$ cat config.mk
export PLATFORM = sky130hd
export DESIGN_NAME = qpsk_modulator_flat
export DESIGN_NICKNAME = d
export VERILOG_FILES = /design/src/rtl/qpsk_modulator_if.sv /design/src/rtl/qpsk_modulator.sv /design/src/flat_wrapper.sv
export SDC_FILE = /design/constraint.sdc
export NUM_CORES = 1
export LEC_CHECK = 0
export ABC_AREA = 1
export CORE_MARGIN = 3
export CORE_UTILIZATION = 64
export DETAILED_ROUTE_END_ITERATION = 6
export PLACE_DENSITY = 0.89
export RECOVER_POWER = 25
export SYNTH_ARGS = -nofsm -noshare
export SYNTH_HDL_FRONTEND = slang
export SYNTH_SLANG_ARGS = --single-unit
export TNS_END_PERCENT = 30
$ cat constraint.sdc
create_clock -name clk -period 16.8 [get_ports clk]
set_input_delay 3.36 -clock clk [delete_from_list [all_inputs] [get_ports clk]]
set_output_delay 3.36 -clock clk [all_outputs]
set_load 0.005 [all_outputs]
$ cat src/rtl/qpsk_modulator_if.sv
// rtl/qpsk_modulator_if.sv - byte stream handshake feeding the QPSK modulator
interface qpsk_modulator_if;
  logic [7:0] in_data;
  logic       in_valid;
  logic       in_last;
  logic       in_ready;

  modport master (output in_data, in_valid, in_last, input in_ready);
  modport slave  (input in_data, in_valid, in_last, output in_ready);
endinterface

$ cat src/rtl/qpsk_modulator.sv
// rtl/qpsk_modulator.sv - framed byte to Gray-mapped QPSK symbols with preamble, tail and LO mixer
module qpsk_modulator #(
  parameter int SPS           = 8,
  parameter int AMP           = 16384,
  parameter int PREAMBLE_SYMS = 32,
  parameter int TAIL_SYMS     = 4
) (
  input  logic                clk,
  input  logic                reset,
  qpsk_modulator_if.slave     in_bus,
  input  logic signed [15:0]  lo_cos,
  input  logic signed [15:0]  lo_sin,
  output logic signed [15:0]  sym_i,
  output logic signed [15:0]  sym_q,
  output logic signed [31:0]  tx_out,
  output logic                busy,
  output logic                underrun
);
  localparam int SCW = (SPS > 1) ? $clog2(SPS) : 1;
  localparam int PCW = $clog2(PREAMBLE_SYMS + 1);
  localparam int TCW = $clog2(TAIL_SYMS + 1);
  localparam logic [SCW-1:0] SYM_LAST  = SCW'(SPS - 1);
  localparam logic [PCW-1:0] PRE_LAST  = PCW'(PREAMBLE_SYMS - 1);
  localparam logic [TCW-1:0] TAIL_LAST = TCW'(TAIL_SYMS - 1);
  localparam logic signed [15:0] LVL_P = 16'(AMP);
  localparam logic signed [15:0] LVL_N = 16'(-AMP);

  typedef enum logic [1:0] {IDLE, PREAMBLE, DATA, TAIL} state_t;

  state_t             state, state_next;
  logic [SCW-1:0]     sym_cnt, sym_cnt_next;
  logic [PCW-1:0]     pre_cnt, pre_cnt_next;
  logic [TCW-1:0]     tail_cnt, tail_cnt_next;
  logic [1:0]         dib_cnt, dib_cnt_next;
  logic [7:0]         byte_r, byte_next;
  logic               last_r, last_next;
  logic               gap_r, gap_next;
  logic signed [15:0] sym_i_next, sym_q_next;
  logic               underrun_next;
  logic               boundary;
  logic               ready;
  logic [1:0]         dibit;
  logic signed [31:0] prod_i, prod_q;
  logic signed [32:0] mix;

  function automatic logic signed [15:0] lvl(input logic b);
    return b ? LVL_N : LVL_P;
  endfunction

  assign boundary        = (sym_cnt == SYM_LAST);
  assign busy            = (state != IDLE);
  assign in_bus.in_ready = ready & reset;

  // dibit that follows the one currently on air
  always_comb begin
    dibit = 2'b00;
    case (dib_cnt)
      2'd0:    dibit = byte_r[5:4];
      2'd1:    dibit = byte_r[3:2];
      default: dibit = byte_r[1:0];
    endcase
  end

  always_comb begin
    state_next    = state;
    sym_cnt_next  = sym_cnt;
    pre_cnt_next  = pre_cnt;
    tail_cnt_next = tail_cnt;
    dib_cnt_next  = dib_cnt;
    byte_next     = byte_r;
    last_next     = last_r;
    gap_next      = gap_r;
    sym_i_next    = sym_i;
    sym_q_next    = sym_q;
    underrun_next = underrun;
    ready         = 1'b0;

    if (state != IDLE) begin
      sym_cnt_next = boundary ? '0 : sym_cnt + 1'b1;
    end

    case (state)
      IDLE: begin
        sym_i_next = '0;
        sym_q_next = '0;
        if (in_bus.in_valid) begin
          state_next    = PREAMBLE;
          pre_cnt_next  = '0;
          sym_i_next    = LVL_P;
          sym_q_next    = LVL_P;
          underrun_next = 1'b0;
        end
      end
      PREAMBLE: begin
        if (boundary) begin
          if (pre_cnt == PRE_LAST) begin
            ready = 1'b1;
          end else begin
            // even symbols carry dibit 00, odd symbols dibit 11
            pre_cnt_next = pre_cnt + 1'b1;
            sym_i_next   = pre_cnt[0] ? LVL_P : LVL_N;
            sym_q_next   = pre_cnt[0] ? LVL_P : LVL_N;
          end
        end
      end
      DATA: begin
        if (boundary) begin
          if (gap_r || (dib_cnt == 2'd3 && !last_r)) begin
            ready = 1'b1;
          end else if (dib_cnt == 2'd3) begin
            state_next    = TAIL;
            tail_cnt_next = '0;
            sym_i_next    = '0;
            sym_q_next    = '0;
          end else begin
            dib_cnt_next = dib_cnt + 1'b1;
            sym_i_next   = lvl(dibit[1]);
            sym_q_next   = lvl(dibit[0]);
          end
        end
      end
      TAIL: begin
        if (boundary) begin
          if (tail_cnt == TAIL_LAST) begin
            state_next = IDLE;
          end else begin
            tail_cnt_next = tail_cnt + 1'b1;
          end
        end
      end
      default: state_next = IDLE;
    endcase

    // byte boundary: take a new byte or fill with a zero symbol and retry
    if (ready) begin
      state_next   = DATA;
      dib_cnt_next = '0;
      if (in_bus.in_valid) begin
        byte_next  = in_bus.in_data;
        last_next  = in_bus.in_last;
        gap_next   = 1'b0;
        sym_i_next = lvl(in_bus.in_data[7]);
        sym_q_next = lvl(in_bus.in_data[6]);
      end else begin
        gap_next      = 1'b1;
        sym_i_next    = '0;
        sym_q_next    = '0;
        underrun_next = 1'b1;
      end
    end
  end

  assign prod_i = 32'(sym_i) * 32'(lo_cos);
  assign prod_q = 32'(sym_q) * 32'(lo_sin);
  assign mix    = 33'(prod_i) - 33'(prod_q);

  always_ff @(posedge clk) begin
    if (!reset) begin
      state    <= IDLE;
      sym_cnt  <= '0;
      pre_cnt  <= '0;
      tail_cnt <= '0;
      dib_cnt  <= '0;
      byte_r   <= '0;
      last_r   <= 1'b0;
      gap_r    <= 1'b0;
      sym_i    <= '0;
      sym_q    <= '0;
      underrun <= 1'b0;
      tx_out   <= '0;
    end else begin
      state    <= state_next;
      sym_cnt  <= sym_cnt_next;
      pre_cnt  <= pre_cnt_next;
      tail_cnt <= tail_cnt_next;
      dib_cnt  <= dib_cnt_next;
      byte_r   <= byte_next;
      last_r   <= last_next;
      gap_r    <= gap_next;
      sym_i    <= sym_i_next;
      sym_q    <= sym_q_next;
      underrun <= underrun_next;
      tx_out   <= mix[32:1];
    end
  end
endmodule

$ cat src/flat_wrapper.sv
// flat-port wrapper written by rule: the top's interface ports become plain ports
module qpsk_modulator_flat 
#(
  parameter int SPS           = 8,
  parameter int AMP           = 16384,
  parameter int PREAMBLE_SYMS = 32,
  parameter int TAIL_SYMS     = 4
)
  (clk, reset, lo_cos, lo_sin, sym_i, sym_q, tx_out, busy, underrun, in_bus_in_data, in_bus_in_valid, in_bus_in_last, in_bus_in_ready);
  qpsk_modulator_if in_bus_i ();
  input  logic clk;
  input  logic reset;
  input  logic signed [15:0] lo_cos;
  input  logic signed [15:0] lo_sin;
  output logic signed [15:0] sym_i;
  output logic signed [15:0] sym_q;
  output logic signed [31:0] tx_out;
  output logic busy;
  output logic underrun;
  input wire logic [$bits(in_bus_i.in_data)-1:0] in_bus_in_data;
  input wire logic [$bits(in_bus_i.in_valid)-1:0] in_bus_in_valid;
  input wire logic [$bits(in_bus_i.in_last)-1:0] in_bus_in_last;
  output wire logic [$bits(in_bus_i.in_ready)-1:0] in_bus_in_ready;
  assign in_bus_i.in_data = in_bus_in_data;
  assign in_bus_i.in_valid = in_bus_in_valid;
  assign in_bus_i.in_last = in_bus_in_last;
  assign in_bus_in_ready = in_bus_i.in_ready;
  qpsk_modulator #(.SPS(SPS), .AMP(AMP), .PREAMBLE_SYMS(PREAMBLE_SYMS), .TAIL_SYMS(TAIL_SYMS)) u_core (.clk(clk), .reset(reset), .in_bus(in_bus_i), .lo_cos(lo_cos), .lo_sin(lo_sin), .sym_i(sym_i), .sym_q(sym_q), .tx_out(tx_out), .busy(busy), .underrun(underrun));
endmodule
==> impl_metrics.csv <==
group,metric,value,unit
synthesis,yosysSeqAreaShare,9.60,%
timing,setup_viol,0,
run,maxCapViolations,0,
timing,fin_skew,0.0104,ns
critical_path,worstPathArrival,10.51,ns
floorplanning,start_util,66.4,%
cells_and_area,fill_cells,1056,
floorplanning,coreArea,14800,µm²
cells_and_area,drive_gt1_share,2.23,%
place,place_congestion,0.914,
cts,h-tree-depth,2,
min_path,hold_path_class,"reg -> reg",
critical_path,timing.rr.end,"u_core.tx_out[31]",
cts,root_buffer,"clkbuf_16",
critical_path,worst_setup_path_start_kind,"input port",
synthesis,syn_avg_cell_area,8.22,µm²
critical_path,cp_max_fo,6,
min_path,min_path_cells,2,
routing,drtPass1Iterations,5,
critical_path,reg2reg_from,"u_core.sym_i[15]",
routing,ant_nets,0,
synthesis,syn-instance-count,1192,
timing,rsz0062_at_grt,"false",
routing,avgViaCountPerCell,5.24,
cells_and_area,area_growth,8.96,%
floorplanning,io_pins,111,
synthesis,synth_flop_cell,"dfxtp_1",
critical_path,worst-setup-path-type,"in -> reg",
cts,clock_latency,0.30,ns
timing,hold_viol,0,
critical_path,cp-end-kind,"flop",
cells_and_area,final_nets,1600,
grt,grt_pass1_vias,7914,
cts,ctsHoldBuffers,0,
place,port-buffer-count,69,
timing,worst_pin_slew,1.31,ns
cts,cts_buffers,5,
timing,finalCritPeriodShare,61.2,%
grt,grt_use_total,26.3,%
place,dp_hpwl,18.7,mm
routing,vias,7551,
synthesis,syn_area,9800,µm²
floorplanning,rows,44,
floorplanning,die_width,130,µm
grt,grt_start_max_net_pins,33,
synthesis,synth_edf_count,0,
timing,max-slew-margin-rel,12.5,%
timing,slew_viol_final,0,
synthesis,yosysWarnings,0,
cts,cts_tree,"built",
routing,finalWirelength,21.2,mm
min_path,hold_start,"u_core.byte_r[2]",
timing,final.min_clock_period,10.29,ns
cts,clock-sinks,47,
timing,fmax,97.2,MHz
cts,clockBufferDepth,2,
min_path,holdPathEnd,"u_core.byte_r[2]",
cts,ctsResizeCount,0,
synthesis,ys_types,48,
cells_and_area,antenna_cells,0,
routing,drtIter0Drc,543,
cts,post-cts-setup-buffers,0,
critical_path,worst_ep_required_time,17.02,ns
cts,clkSlewWorstSetupHoldPaths,0.07,ns
synthesis,ys_ff_latch,47,
critical_path,rrSetupSlack,9.17,ns
grt,grt_overflow_total,0,
floorplanning,die-area,16800,µm²
routing,drc,0,
timing,tns,0,ns
timing,hold_ws,0.457,ns
grt,grt_pass1_wl,35.3,mm
run_status,status,"finished, final reports clean",
critical_path,ff2ff_path_depth,23,
routing,wl_per_cell,14.7,µm
grt,antenna_found_initial,0,
floorplanning,die_h,130,µm
synthesis,async_flop_share,0,%
[critical path: stages]
cell and delay (ns):
clkdlybuf4s50_1 0.42, nand2_1 0.07, inv_1 0.11, fa_1 0.71
inv_1 0.14, fa_1 0.74, inv_1 0.17, fa_1 0.58
inv_1 0.09, fa_1 0.51, fa_1 0.52, fa_1 0.52
fa_1 0.60, inv_1 0.08, fa_1 0.53, inv_1 0.04
ha_1 0.34, inv_1 0.08, nor3_1 0.21, inv_1 0.08
nor2_1 0.13, nand4_1 0.12, nand3_1 0.12, o21ai_0 0.08
a21oi_1 0.17
[synth_stat cells (2+ instances only)]
| cell type | number | area, µm² |
|---|---|---|
| o21a_1 | 7 | 52.6 |
| a21oi_2 | 2 | 17.5 |
| a21oi_1 | 46 | 230 |
| o21ai_0 | 32 | 160 |
| nand3_1 | 28 | 140 |
| fa_1 | 168 | 3360 |
| inv_1 | 364 | 1370 |
| buf_4 | 43 | 323 |
| inv_2 | 3 | 11.3 |
| o21ai_2 | 5 | 43.8 |
| xnor2_1 | 8 | 70.1 |
| o22ai_1 | 2 | 12.5 |
| a211oi_1 | 4 | 30.0 |
| o21ai_1 | 2 | 10.0 |
| nor2_1 | 63 | 236 |
| xor2_1 | 14 | 123 |
| ha_1 | 132 | 1650 |
| dfxtp_1 | 47 | 941 |
| nor3_1 | 5 | 25.0 |
| nand2_1 | 168 | 631 |
| nor4_1 | 3 | 18.8 |
| a21o_1 | 5 | 37.5 |
| o21bai_1 | 3 | 22.5 |
| a31oi_1 | 3 | 18.8 |
| clkbuf_1 | 10 | 37.5 |
| nand4_1 | 3 | 18.8 |
[cell usage in the layout (no fill, tap or decap), types with 2 or more instances in the layout]
cell type / instances
fa_1: 168
o21bai_1: 3
a211oi_1: 4
a21o_1: 5
inv_1: 364
o21ai_2: 3
clkdlybuf4s50_1: 65
dlygate4sd3_1: 4
o22ai_1: 2
dfxtp_1: 47
clkbuf_16: 5
a21oi_2: 2
nand4_1: 3
nor2_1: 63
xnor2_1: 8
nor3_1: 5
o21ai_0: 35
nand3_1: 28
xor2_1: 14
conb_1: 41
inv_2: 3
nor4_1: 3
a31oi_1: 3
nand2_1: 168
buf_4: 2
ha_1: 132
o21a_1: 7
a21oi_1: 46
[how the worst max path moves through the flow]
| stage | endpoint | slack (ns) | startpoint | cells past startpoint |
|---|---|---|---|---|
| after global placement | u_core.tx_out[30] | 6.53 | lo_sin[2] | 25 |
| after detailed placement | u_core.tx_out[30] | 6.32 | lo_sin[2] | 25 |
| after CTS | u_core.tx_out[30] | 6.60 | lo_sin[2] | 25 |
| final | u_core.tx_out[30] | 6.51 | lo_sin[2] | 25 |
| after floorplan | u_core.tx_out[30] | 7.39 | lo_sin[2] | 24 |
| after global routing | u_core.tx_out[30] | 6.15 | lo_sin[2] | 25 |
[stage by stage]
stage	util (%)	cells	area [µm²]	setup WS [ns]
2_1_floorplan	-	1232	9950	7.39
3_3_place_gp	71.3	1433	10500	6.53
3_5_place_dp	71.3	1433	10500	6.32
4_1_cts	72.5	1441	10700	6.60
5_1_grt	72.4	1441	10700	6.15
6_report	72.4	1441	10700	6.51
[cell type report]
cell class	count	area [µm²]	share of cell area [%]
clock buffer	5	125	1.17
clock inverter	3	47.5	0.445
inverter	368	1380	12.9
multi-input combinational	762	7240	67.8
sequential	47	941	8.81
tap	184	230	2.16
timing repair buffer	72	709	6.64
[flip-flops by register name, summed over array words and instances (netlist names), 2 cells and up]
register,count
u_core.state,2
u_core.tail_cnt,3
u_core.tx_out,19
u_core.sym_cnt,3
u_core.dib_cnt,2
u_core.byte_r,6
u_core.sym_q,2
u_core.pre_cnt,6
[cell families (layout without fill, tap and decap cells)]
| kind of cell | after synthesis | in the layout | synth area share [%] |
|---|---|---|---|
| buf+inv | 423 | 448 | 17.9 |
| simple gates | 281 | 281 | 12.0 |
| xor+xnor | 22 | 22 | 1.97 |
| fa+ha+maj | 300 | 300 | 51.2 |
| other cells | 1 | 41 | 0.0383 |
| compound gates | 118 | 118 | 7.25 |
| flops | 47 | 47 | 9.60 |
[layer usage]
| metal | global-route usage, % | routed length, µm | part of all wire [%] |
|---|---|---|---|
| met1 | 31.1 | 8180 | 39 |
| met2 | 48.6 | 11000 | 52 |
| met3 | 3.03 | 1180 | 5.6 |
| met4 | 10.8 | 789 | 3.7 |
| met5 | 0 | 0 | 0 |
Power is not shown: default switching activity piles up to over one toggle a cycle in this logic, so the estimate is an artifact.
